--- src/rtl/seg_p2s_tx_if.sv ---
// ----------------------------------------------------------------------------
// seg_p2s_tx_if
//   Bundles the frame handshake and the serial pin bus of the segment
//   parallel-to-serial transmitter.
//
//   Signals:
//     start     frame request (master -> transmitter)
//     par_data  DATA_BITS segment frame, bit 0 shifted first
//     busy      high while a frame is being shifted
//     done      one-cycle pulse after the last bit has been clocked
//     s_clk     serial clock to the 74HC164 chain
//     s_dat     serial data
//     s_clr_n   chain clear, active-low
//     s_pen     display enable, low while shifting
//
//   Modports:
//     master  the frame source (segment encoder side / testbench)
//     slave   the transmitter itself
// ----------------------------------------------------------------------------
interface seg_p2s_tx_if #(
    parameter int DATA_BITS = 64
);
    logic                 start;
    logic [DATA_BITS-1:0] par_data;
    logic                 busy;
    logic                 done;
    logic                 s_clk;
    logic                 s_dat;
    logic                 s_clr_n;
    logic                 s_pen;

    modport master (
        output start, par_data,
        input  busy, done, s_clk, s_dat, s_clr_n, s_pen
    );

    modport slave (
        input  start, par_data,
        output busy, done, s_clk, s_dat, s_clr_n, s_pen
    );
endinterface

--- src/rtl/seg_p2s_tx.sv ---
// ----------------------------------------------------------------------------
// seg_p2s_tx
//   Serial transmitter for the segment pattern produced by the hex-to-segment
//   encoder. A frame is captured on a start strobe and shifted LSB-first into
//   the board's external 74HC164 chain with a divided serial clock; the
//   display is blanked while shifting and enabled once the frame is complete.
//
//   Parameters:
//     DATA_BITS  frame length in bits (= serial clocks per frame)
//     CLK_DIV    clk cycles per s_clk half-period, >= 1
//
//   Ports:
//     clk   system clock, rising edge
//     rst   synchronous reset, active-high
//     bus   seg_p2s_tx_if.slave: start, par_data in; busy, done, s_clk,
//           s_dat, s_clr_n, s_pen out
//
//   Optional feature (macro SEG_P2S_AUTO_REFRESH_EN):
//     When defined, a shadow copy of the last transmitted frame is kept and
//     any difference between par_data and the shadow starts a frame while
//     idle, exactly as start would. When undefined, only start sends frames.
// ----------------------------------------------------------------------------
module seg_p2s_tx #(
    parameter int DATA_BITS = 64,
    parameter int CLK_DIV   = 2
) (
    input logic         clk,
    input logic         rst,
    seg_p2s_tx_if.slave bus
);

    localparam int BIT_W = (DATA_BITS > 1) ? $clog2(DATA_BITS) : 1;
    localparam int DIV_W = $clog2(CLK_DIV + 1);

    localparam logic [BIT_W-1:0] BIT_LAST = BIT_W'(DATA_BITS - 1);
    localparam logic [BIT_W-1:0] BIT_ONE  = BIT_W'(1);
    localparam logic [DIV_W-1:0] DIV_LAST = DIV_W'(CLK_DIV - 1);
    localparam logic [DIV_W-1:0] DIV_ONE  = DIV_W'(1);

    typedef enum logic [1:0] {
        IDLE,
        LOW,
        HIGH,
        FIN
    } state_t;

    state_t state;
    state_t state_d;

    logic [DATA_BITS-1:0] shreg;
    logic [BIT_W-1:0]     bit_cnt;
    logic [DIV_W-1:0]     div_cnt;
    logic                 last_bit;
    logic                 frame_sent;
    logic                 clr_n_q;

    logic trigger;
    logic load;
    logic phase_end;

    assign phase_end = (div_cnt == DIV_LAST);

`ifdef SEG_P2S_AUTO_REFRESH_EN
    // Shadow of the last loaded frame; a difference against the live input
    // behaves like a start request while idle.
    logic [DATA_BITS-1:0] shadow;

    assign trigger = bus.start || (bus.par_data != shadow);

    always_ff @(posedge clk) begin
        if (rst) begin
            shadow <= '0;
        end else if (load) begin
            shadow <= bus.par_data;
        end
    end
`else
    assign trigger = bus.start;
`endif

    // State register.
    always_ff @(posedge clk) begin
        if (rst) begin
            state <= IDLE;
        end else begin
            state <= state_d;
        end
    end

    // Next-state logic: each serial bit spends CLK_DIV cycles low and
    // CLK_DIV cycles high; the last high phase leads into the single FIN cycle.
    always_comb begin
        state_d = state;
        load    = 1'b0;
        case (state)
            IDLE: begin
                if (trigger) begin
                    load    = 1'b1;
                    state_d = LOW;
                end
            end
            LOW: begin
                if (phase_end) begin
                    state_d = HIGH;
                end
            end
            HIGH: begin
                if (phase_end) begin
                    state_d = (bit_cnt == BIT_LAST) ? FIN : LOW;
                end
            end
            FIN: begin
                state_d = IDLE;
            end
            default: begin
                state_d = IDLE;
            end
        endcase
    end

    // Output decode. While shifting, s_dat follows the bit at the bottom of
    // the shift register; outside a frame it holds the last bit actually sent.
    always_comb begin
        bus.busy    = 1'b0;
        bus.done    = 1'b0;
        bus.s_clk   = 1'b0;
        bus.s_dat   = last_bit;
        bus.s_pen   = 1'b0;
        bus.s_clr_n = clr_n_q;
        case (state)
            IDLE: begin
                bus.s_pen = frame_sent;
            end
            LOW: begin
                bus.busy  = 1'b1;
                bus.s_dat = shreg[0];
            end
            HIGH: begin
                bus.busy  = 1'b1;
                bus.s_clk = 1'b1;
                bus.s_dat = shreg[0];
            end
            FIN: begin
                bus.done  = 1'b1;
                bus.s_pen = 1'b1;
            end
            default: begin
                bus.busy = 1'b0;
            end
        endcase
    end

    // Datapath: frame capture, divider and bit counters, and the shift
    // register. The bit is latched into last_bit as its high phase ends so
    // the idle line keeps showing it after the register has moved on.
    always_ff @(posedge clk) begin
        if (rst) begin
            shreg      <= '0;
            bit_cnt    <= '0;
            div_cnt    <= '0;
            last_bit   <= 1'b0;
            frame_sent <= 1'b0;
            clr_n_q    <= 1'b0;
        end else begin
            clr_n_q <= 1'b1;
            case (state)
                IDLE: begin
                    if (load) begin
                        shreg   <= bus.par_data;
                        bit_cnt <= '0;
                        div_cnt <= '0;
                    end
                end
                LOW: begin
                    if (phase_end) begin
                        div_cnt <= '0;
                    end else begin
                        div_cnt <= div_cnt + DIV_ONE;
                    end
                end
                HIGH: begin
                    if (phase_end) begin
                        div_cnt  <= '0;
                        last_bit <= shreg[0];
                        shreg    <= shreg >> 1;
                        if (bit_cnt != BIT_LAST) begin
                            bit_cnt <= bit_cnt + BIT_ONE;
                        end
                    end else begin
                        div_cnt <= div_cnt + DIV_ONE;
                    end
                end
                FIN: begin
                    frame_sent <= 1'b1;
                end
                default: begin
                    div_cnt <= '0;
                end
            endcase
        end
    end

endmodule
--- src/flat_wrapper.sv ---
// flat-port wrapper written by rule: the top's interface ports become plain ports
module seg_p2s_tx_flat 
#(
    parameter int DATA_BITS = 64,
    parameter int CLK_DIV   = 2
)
  (clk, rst, bus_start, bus_par_data, bus_busy, bus_done, bus_s_clk, bus_s_dat, bus_s_clr_n, bus_s_pen);
  seg_p2s_tx_if #(.DATA_BITS(DATA_BITS)) bus_i ();
  input logic clk;
  input logic rst;
  input wire logic [$bits(bus_i.start)-1:0] bus_start;
  input wire logic [$bits(bus_i.par_data)-1:0] bus_par_data;
  output wire logic [$bits(bus_i.busy)-1:0] bus_busy;
  output wire logic [$bits(bus_i.done)-1:0] bus_done;
  output wire logic [$bits(bus_i.s_clk)-1:0] bus_s_clk;
  output wire logic [$bits(bus_i.s_dat)-1:0] bus_s_dat;
  output wire logic [$bits(bus_i.s_clr_n)-1:0] bus_s_clr_n;
  output wire logic [$bits(bus_i.s_pen)-1:0] bus_s_pen;
  assign bus_i.start = bus_start;
  assign bus_i.par_data = bus_par_data;
  assign bus_busy = bus_i.busy;
  assign bus_done = bus_i.done;
  assign bus_s_clk = bus_i.s_clk;
  assign bus_s_dat = bus_i.s_dat;
  assign bus_s_clr_n = bus_i.s_clr_n;
  assign bus_s_pen = bus_i.s_pen;
  seg_p2s_tx #(.DATA_BITS(DATA_BITS), .CLK_DIV(CLK_DIV)) u_core (.clk(clk), .rst(rst), .bus(bus_i));
endmodule
--- config.mk ---
export PLATFORM = sky130hd
export DESIGN_NAME = seg_p2s_tx_flat
export DESIGN_NICKNAME = d
export VERILOG_FILES = /design/src/rtl/seg_p2s_tx_if.sv /design/src/rtl/seg_p2s_tx.sv /design/src/flat_wrapper.sv
export SDC_FILE = /design/constraint.sdc
export NUM_CORES = 1
export LEC_CHECK = 0
export CORE_MARGIN = 2
export CORE_UTILIZATION = 48
export CTS_BUF_LIST = sky130_fd_sc_hd__clkbuf_8
export DETAILED_ROUTE_END_ITERATION = 12
export PLACE_DENSITY_LB_ADDON = 0.2
export SYNTH_ARGS = -nofsm -noshare
export SYNTH_HDL_FRONTEND = slang
export SYNTH_SLANG_ARGS = --single-unit
--- constraint.sdc ---
create_clock -name clk -period 1.7 [get_ports clk]
set_input_delay 0.17 -clock clk [delete_from_list [all_inputs] [get_ports clk]]
set_output_delay 0.17 -clock clk [all_outputs]
set_load 0.01 [all_outputs]
# [Word-level counts from Yosys, hierarchy flattened]
# Cells that the tools add are included.
[word_totals] register_bits=77 latch_bits=0 mem_bits_rw=0 romBits=0 out_inout_bits=6 word_cells=52 mem_count=0
[op_classes] addsub=2 multipliers=0 n_div=0 n_lt_le_gt_ge=0 n_eq_ne=11 shifts=0 n_mux=23 bitwise_logic=0 reduce_logical=9
[op_table] cell="two-way mux 64 bit" n=2
[op_table] cell="case mux 64 bit (2 select lines)" n=1
[op_table] cell="two-way mux 6 bit" n=3
[op_table] cell="two-way mux 2 bit" n=6
[op_table] cell="case mux 6 bit (2 select lines)" n=1
[op_table] cell="inequality test 2 x 1 -> 1 bit, second input constant" n=4
[op_table] cell="case mux 2 bit (4 select lines)" n=1
[op_table] cell="two-way mux 1 bit" n=7
[op_table] cell="adder 6 x 1 -> 6 bit, second input constant" n=1
[op_table] cell="== test 6 bit, second input constant" n=1
[op_table] cell="inequality test 6 bit, second input constant" n=1
[op_table] cell="AND reduction 3 bit" n=2
[op_table] cell="== test 2 x 1 -> 1 bit, second input constant" n=2
[op_table] cell="== test 2 bit, second input constant" n=2
[op_table] cell="case mux 2 bit (2 select lines)" n=1
[op_table] cell="AND reduction 2 bit" n=2
[op_table] cell="AND reduction 4 bit" n=1
[op_table] cell="nonzero test 2 bit" n=2
[op_table] cell="adder 2 x 1 -> 2 bit, second input constant" n=1
[op_table] cell="zero test 2 bit" n=1
[op_table] cell="inequality test 2 bit, second input constant" n=1
[op_table] cell="case mux 1 bit (2 select lines)" n=1
[op_table] cell="OR reduction 2 bit" n=1

# [Longest topological paths before layout]
# Gate-level depths: netlist (run 1).
[depth] word_depth=4 depth_mapped=8 ltp_nobuf=6

# [Worst setup path after synthesis (run 1)]
# OpenSTA, ideal clock, no wires.
[synth_timing] path_kind="register to register" startpoint="register u_core.state[0]" endpoint="register u_core.bit_cnt[0]" setup_ns=0.070 arrival_ns=1.790 required_ns=1.630 setup_slack_ns=-0.161 stages_incl_launch_ff=7 n_path_buf=0 cell_sequence="dfxtp_1 > inv_1 > ha_1 > and2b_4 > a211o_1 > or4_1 > a21oi_1"
[synth_between] elab_chain_cells=4 elab_cells_between_ends=9 cone_classes="4 x eq/ne; 2 x mux; 3 x reduce/logical"
[synth_rtl] item="start, declared" line="seg_p2s_tx.sv:47" text="state_t state;"
[synth_rtl] item="start signal, assigned" line="seg_p2s_tx.sv:86" text="state <= state_d;"
[synth_rtl] item="zero test 2 bit" line="seg_p2s_tx.sv:95, seg_p2s_tx.sv:166"
[synth_rtl] item="two-way mux 1 bit" line="seg_p2s_tx.sv:95" text="case (state)"
[synth_rtl] item="inequality test 2 x 1 -> 1 bit (no source line)"
[synth_rtl] item="AND reduction 4 bit (no source line)"
[synth_rtl] item="end signal, assigned" line="seg_p2s_tx.sv:187" text="bit_cnt <= bit_cnt + BIT_ONE;"
[synth_rtl] item="end, declared" line="seg_p2s_tx.sv:51" text="logic [BIT_W-1:0] bit_cnt;"
# Several ways; a longest one is shown, not always the timed one.
# A chain may end at the register's enable or synchronous reset.

# [Final worst setup path (run 1)]
[layout_timing] startpoint="register u_core.state[1]" endpoint="register u_core.shreg[34]"
[layout_between] elab_chain_cells=4 elab_cells_between_ends=8 cone_classes="3 x eq/ne; 2 x mux; 3 x reduce/logical"
[layout_rtl] item="zero test 2 bit" line="seg_p2s_tx.sv:95, seg_p2s_tx.sv:166"
[layout_rtl] item="two-way mux 1 bit" line="seg_p2s_tx.sv:95"
[layout_rtl] item="inequality test 2 x 1 -> 1 bit (no source line)"
[layout_rtl] item="AND reduction 3 bit (no source line)"
[layout_rtl] item="end signal, assigned" line="seg_p2s_tx.sv:169" text="shreg <= bus.par_data;"
[layout_rtl] item="end signal, assigned" line="seg_p2s_tx.sv:185" text="shreg <= shreg >> 1;"
[layout_rtl] item="end, declared" line="seg_p2s_tx.sv:50" text="logic [DATA_BITS-1:0] shreg;"
# Several ways; a longest one is shown, not always the timed one.

==> key figures, run 1 <==
Status
  – Outcome: complete, but fails checks
  – Violations in the final reports: setup timing

Critical path
  – Critical path data required time: 1.96 ns
  – Worst Setup End Kind: flop
  – Crit Path Category: flop to flop
  – CP Launch Type: flop
  – Crit-path max FO: 8
  – CP Cell Sequence: inv_2 -> ha_4 -> and2b_4 -> a211oi_4 -> buf_6 -> buf_12 -> buf_16 -> nor2_4 -> a211oi_2
  – Critical Path AT: 2.11 ns
  – Critical path's slowest cell: dfxtp_2
  – Max incr delay on CP: ~0.36 ns

Synthesis
  – Compound-Gate Fraction of Synth Area: 0.181
  – Synth top area share: 0.443
  – Synthesized area per cell: 9.56 µm²
  – Mapped Nets: 436
  – Post-Synth XOR/XNOR Area: 0
  – Synth Area in Adders: 0.0180
  – Sequential area share after synthesis: 0.443
  – Cell variety after synth: 34
  – Mapped cell area: between 0.003 and 0.004 mm²
  – Post-synthesis async set-or-reset flop share: 0
  – Cell taking the most area after synthesis: dfxtp_1
  – Largest family of logic cells by synthesized area: multiplexers
  – Yosys Warn Count: 0
  – Syn Inst Count: about 360
  – Mux share of post-synthesis cell area: 0.190
  – Synth Area in Simple Gates: 0.120
  – Top cells by area, synth: dfxtp_1, mux2i_1, a211oi_1
  – Yosys reg bits: 77
  – Post-synth EDFFs: 0
  – Predominant post-synthesis flop cell: dfxtp_1

STA
  – Final Slew Violations: 0
  – Tmin final: approximately 1.9 ns
  – Max Fclk: between 500 and 600 MHz
  – Final Skew: about 0.0065 ns
  – RSZ-0062 raised after global routing: yes
  – Setup ws final: -0.156 ns
  – Setup TNS: -1.13 ns
  – Final Hold Fails: 0
  – Setup violators final: 34
  – Tightest Pin Transition: approximately 0.8 ns
  – Final hold slack: just under 0.4 ns
  – Max-slew headroom: 0.470
  – Fraction of the cycle the final worst path needs: 1.09

Clock tree
  – CTS Sinks: 77
  – Total CTS buffers: 9
  – CTS H-tree depth: 3
  – Post-CTS Hold Fix Bufs: 0
  – Clock transition at the registers of the reported paths: ~0.090 ns
  – Worst-case clock buffer depth: 2
  – CTS root buffer: clkbuf_8
  – Clock latency on the worst-skew pair: roughly 0.35 ns
  – CTS tree: yes

Final layout
  – Share of layout cells above drive strength 1: 0.385
  – Register area: 0.00154 mm²
  – Layout area overhead: 58.9%
  – Design Area, Final: roughly 0.0055 mm²
  – Ant diodes: 0
  – Nets: roughly 550
  – Commonest non-fill, non-tap cell in the layout: dfxtp_1
  – Multi-input gate area: 0.00230 mm²
  – Most frequent cells in the layout: dfxtp_1, clkdlybuf4s50_1, mux2i_1
  – # fillers: a little under 500

Flow run
  – Maxcap violations: 0

Detailed routing
  – Wire length per cell: about 16 µm
  – DRC violations left: 0
  – Vias: 3183
  – DRT Pass-1 Iters: 4
  – Via-to-Cell Ratio: about 5.5
  – Antenna Nets Post-Route: 0
  – Iteration-0 DRC Markers: just over 100
  – Final WL: around 9400 µm

Global route
  – First-pass GRT wire length: between 10000 and 15000 µm
  – Number of global-route vias before repair: roughly 3200
  – Largest net degree at the start of global routing: 28
  – Global route overflow: 0
  – Initial antenna violation count: 0
  – GRT Util Overall: 0.230

Worst hold path
  – HP Class: input port to flop

Die
  – Row cnt: 31
  – Die W: between 80 and 90 µm
  – Die height: ~90 µm
  – I/O pin cnt: 73
  – Initial Util: 0.487
  – Total die area: ~0.0079 mm²
  – Core Area: around 0.0071 mm²

Placement
  – Final GP Congestion: approximately 0.8
  – Pre-CTS setup slack: -0.177 ns
  – IO buf count: between 70 and 80
  – DP Area: 0.00448 mm²
  – HPWL after DPL: ~5000 µm

Pwr
  – Pleak: ~2.0 nW
  – P per Cell Area: 2040 mW/mm²
  – Peak VDD IR: between 0.001 and 0.0015 V
  – Pwr Total: 11.3 mW
-- timing repair --
item | 4_1_cts | 5_1_grt
cloned | 9 | 1
pin swaps | 41 | 31
setup endpoints to repair | 54 | 75
buffers inserted | 19 | 4
resized for setup | 102 | 73
-- layer usage --
metal	track usage	part of all wire
met1	0.278	0.43
met2	0.395	0.51
met3	0.0526	0.046
met4	0.0950	0.017
met5	0	0
-- logic make-up after synthesis --
group	Yosys count
and+or+nand+nor	96
AOI/OAI and AO/OA	86
DFF	77
muxes	66
buffers and inverters	34
adders and majority gates	5
-- path summary, 6_finish.rpt --
path / slack [ns] / depth (start not counted) / to / start
max: -0.16 / 9 / u_core.shreg[34] / u_core.state[1]
min: 0.40 / 2 / u_core.div_cnt[0] / rst
max reg2reg: -0.16 / 9 / u_core.shreg[34] / u_core.state[1]
min reg2reg: 0.50 / 2 / u_core.shreg[51] / u_core.shreg[51]
-- cell type report --
| type | instances | area share |
|---|---|---|
| Multi-Input combinational cell | 253 | 0.416 |
| Sequential cell | 77 | 0.279 |
| Timing Repair Buffer | 128 | 0.246 |
| Clock buffer | 11 | 0.0274 |
| Tap cell | 99 | 0.0224 |
| Clock inverter | 5 | 0.00611 |
| Inverter | 4 | 0.00272 |
-- flip-flops by register name, summed over array words and instances (netlist names) --
signal and flops:
u_core.bus.s_clr_n 1, u_core.bit_cnt 6, u_core.last_bit 1, u_core.frame_sent 1
u_core.shreg 64, u_core.state 2, u_core.div_cnt 2
-- synth_stat cells (2+ instances only) --
cell type  number
o21ai_0         3
nand3_1         2
buf_4           4
nor2b_1         2
ha_1            5
nor2_1         73
mux2i_1        65
inv_1           4
dfxtp_1        77
buf_2          18
clkbuf_1        7
a21oi_1        11
or2_2           2
nand4_1         3
a211oi_1       65
nand2_1         5
-- where the power goes --
group          total, mW  internal [mW]  switching (mW)  leakage [nW]
registers           3.25           2.62           0.635         0.638
clock network       1.34          0.611           0.732        0.0917
logic               6.70           3.49            3.21          1.25
-- through the flow --
| step | util | instances |
|---|---|---|
| global placement | 0.628 | 536 |
| CTS | 0.752 | 580 |
| detailed placement | 0.628 | 536 |
| finish | 0.774 | 577 |
| global route | 0.774 | 577 |
| floorplan | - | 364 |
-- worst max-delay path, delay by kind of cell, from the launching register on --
family / cells / cell delay (ns)
DFF: 1 / 0.36
AOI/OAI and AO/OA: 2 / 0.50
and+or+nand+nor: 2 / 0.21
adders and majority gates: 1 / 0.16
buffers and inverters: 4 / 0.52
(Power assumes the default switching activity.)
==> run 2, diff against run 1 <==
Settings changed: CORE_UTILIZATION 48 to 59, DONT_BUFFER_PORTS set to 1, RECOVER_POWER set to 25.
==> key figures, run 2 (synthesis results as in run 1) <==
Clock tree
  – CTS root buffer: clkbuf_8 (unchanged)
  – Post-CTS Hold Fix Bufs: 3 (was 0)
  – Total CTS buffers: 9 (unchanged)
  – CTS Sinks: 77 (unchanged)
  – CTS H-tree depth: 3 (unchanged)
  – Worst-case clock buffer depth: 2 (unchanged)
  – Clock latency on the worst-skew pair: 0.36 ns (was 0.35 ns)
  – Clock transition at the registers of the reported paths: 0.08 ns (was 0.09 ns)
  – CTS tree: yes (unchanged)

Placement
  – Placed insts: 424 (was 536)
  – Final GP Congestion: 0.800 (was 0.810)
  – IO buf count: 0 (was 72)
  – HPWL after DPL: 4530 µm (was 4960 µm)

Final layout
  – Commonest non-fill, non-tap cell in the layout: dfxtp_1 (unchanged)
  – Most frequent cells in the layout: dfxtp_1, mux2i_1, nor2_1 (was dfxtp_1, clkdlybuf4s50_1, mux2i_1)
  – Largest reg by FF count: u_core.shreg (unchanged)
  – Layout area overhead: 28.2% (was 58.9%)
  – Share of layout cells above drive strength 1: 0.301 (was 0.385)
  – Max reg flops: 64 (unchanged)
  – Ant diodes: 0 (unchanged)
  – End-of-flow core utilization: 0.795 (was 0.774)
  – Top flop regs: u_core.shreg (64), u_core.bit_cnt (6) (unchanged)
  – Non-filler instance count after layout: 461 (was 577)
  – Nets: 457 (was 545)

Global route
  – Number of global-route vias before repair: 2563 (was 3158)
  – Initial antenna violation count: 0 (unchanged)
  – GRT Util Overall: 0.230 (about the same)
  – Largest net degree at the start of global routing: 77 (was 28)
  – Global route overflow: 0 (unchanged)
  – First-pass GRT wire length: 11500 µm (was 14200 µm)

STA
  – Setup TNS: -1.70 ns (was -1.13 ns)
  – Max-slew headroom: 0.789 (was 0.470)
  – Final Skew: 0.0162 ns (was 0.00646 ns)
  – Tmin final: 1.80 ns (was 1.86 ns)
  – RSZ-0062 raised after global routing: yes (unchanged)
  – Setup ws final: -0.100 ns (was -0.156 ns)
  – Setup violators final: 45 (was 34)
  – Max Fclk: 555 MHz (was 539 MHz)
  – Final Slew Violations: 0 (unchanged)
  – Final Hold Fails: 74 (was 0)
  – Tightest Pin Transition: 0.315 ns (was 0.795 ns)
  – Fraction of the cycle the final worst path needs: 1.06 (was 1.09)
  – Final hold slack: -0.117 ns (was 0.395 ns)

Pwr
  – P per Cell Area: 2310 mW/mm² (was 2040 mW/mm²)
  – Sw frac: 0.378 (was 0.405)
  – Peak VDD IR: 0.00125 V (was 0.00116 V)
  – Flop pwr share: 0.304 (was 0.288)
  – Switch Pwr: 3.90 mW (was 4.57 mW)
  – Internal power: 6.41 mW (was 6.72 mW)
  – Clk pwr share: 0.147 (was 0.119)
  – Pleak: 1.58 nW (was 1.98 nW)
  – Comb pwr share: 0.548 (was 0.593)

Flow run
  – Maxcap violations: 0 (unchanged)

Critical path
  – Worst Setup End Kind: flop (unchanged)
  – Reg2Reg Launch Point: u_core.state[1] (unchanged)
  – Crit Reg-Reg Endpoint: u_core.shreg[62] (was u_core.shreg[34])
  – Path depth of the worst reg2reg path: 9 (unchanged)
  – Critical Path AT: 2.05 ns (was 2.11 ns)
  – Crit Path Category: flop to flop (unchanged)
  – Internal reg-to-reg setup slack: -0.10 ns (was -0.16 ns)
  – Crit-path max FO: 9 (was 8)
  – CP Launch Type: flop (unchanged)
  – Critical path data required time: 1.95 ns (was 1.96 ns)
  – Critical path launch point: u_core.state[1] (unchanged)

Detailed routing
  – Antenna Nets Post-Route: 0 (unchanged)
  – Vias: 2830 (was 3183)
  – Via-to-Cell Ratio: 6.14 (was 5.52)
  – DRT Pass-1 Iters: 4 (unchanged)
  – Iteration-0 DRC Markers: 164 (was 101)
  – Wire length per cell: 18.4 µm (was 16.3 µm)
  – DRC violations left: 0 (unchanged)
  – Final WL: 8500 µm (was 9380 µm)

Die
  – Row cnt: 27 (was 31)
  – Core Area: 0.00561 mm² (was 0.00714 mm²)
  – Die height: 80.8 µm (was 89.1 µm)
  – Initial Util: 0.620 (was 0.487)
  – I/O pin cnt: 73 (unchanged)
  – Total die area: 0.00653 mm² (was 0.00794 mm²)
  – Die W: 80.8 µm (was 89.1 µm)

Worst hold path
  – Hold Path Depth: 1 (was 2)
  – HP Start: rst (unchanged)
  – HP Class: input port to flop (unchanged)
  – Worst Hold End: u_core.shreg[40] (was u_core.div_cnt[0])

Status
  – Violations in the final reports: hold timing, setup timing (was setup timing)
  – Outcome: complete, but fails checks (unchanged)
==> run 2: layout make-up <==
| class | count | area [µm²] |
|---|---|---|
| Clock buffer | 10 | 138 |
| Clock inverter | 5 | 76.3 |
| Fill cell | 341 | 1150 |
| Inverter | 4 | 17.5 |
| Multi-Input combinational cell | 253 | 2040 |
| Sequential cell | 77 | 1540 |
| Tap cell | 72 | 90.1 |
| Timing Repair Buffer | 40 | 554 |
==> run 2: layer usage <==
metal  GRT usage  up-vias  routed length [µm]
li1            -     1373                   -
met1       0.297     1384                3590
met2       0.363       60                4270
met3      0.0489       13                 495
met4       0.120        0                 140
met5           0        -                   0
==> run 2: timing repair <==
item | 4_1_cts | 5_1_grt
cloned | 3 | 4
setup endpoints to repair | 68 | 67
hold endpoints to repair | 76 | 74
setup buffers | 5 | 8
pin swaps | 6 | 49
gates resized for setup | 16 | 70
==> run 2: worst max-delay path by stage <==
stage / endpoint / cells past startpoint
floorplan: u_core.bit_cnt[0] / 6
global placement: u_core.bit_cnt[2] / 7
detailed placement: u_core.shreg[44] / 8
CTS: u_core.shreg[30] / 9
global route: u_core.shreg[55] / 9
finish: u_core.shreg[62] / 9
==> run 2: power groups by stage <==
| stage | combinational [mW] | sequential [mW] | clock (mW) |
|---|---|---|---|
| 2_1_floorplan | 2.76 | 2.97 | 0 |
| 3_3_place_gp | 3.45 | 3.03 | 0 |
| 3_5_place_dp | 3.57 | 3.08 | 0 |
| 4_1_cts | 4.35 | 3.05 | 1.52 |
| 5_1_grt | 6.07 | 3.21 | 1.62 |
| 6_report | 5.65 | 3.14 | 1.52 |
==> run 2: worst max-delay path, stage by stage (launching register included) <==
cell and delay (ns):
dfxtp_2 0.36, inv_2 0.06, ha_4 0.17, and2b_4 0.19, a211oi_4 0.25, buf_6 0.16
buf_12 0.13, buf_12 0.12, nor2_1 0.05, a211oi_1 0.20
==> run 2: metrics by stage <==
stage	setup slack, ns	instance area, µm²	hold slack, ns	power, mW
3_5_place_dp	-0.0945	3620	0.247	6.65
6_report	-0.100	4460	-0.117	10.3
3_3_place_gp	-0.0116	3620	0.244	6.48
4_1_cts	0.000693	4040	-0.125	8.92
2_1_floorplan	-0.00496	3490	0.334	5.73
5_1_grt	-0.184	4460	-0.138	10.9
==> run 3, diff against run 2 <==
Settings changed: CTS_CLUSTER_SIZE set to 20.
==> results of run 3 <==
Same layout as run 2: the final DEF is identical, and so are final timing and power.
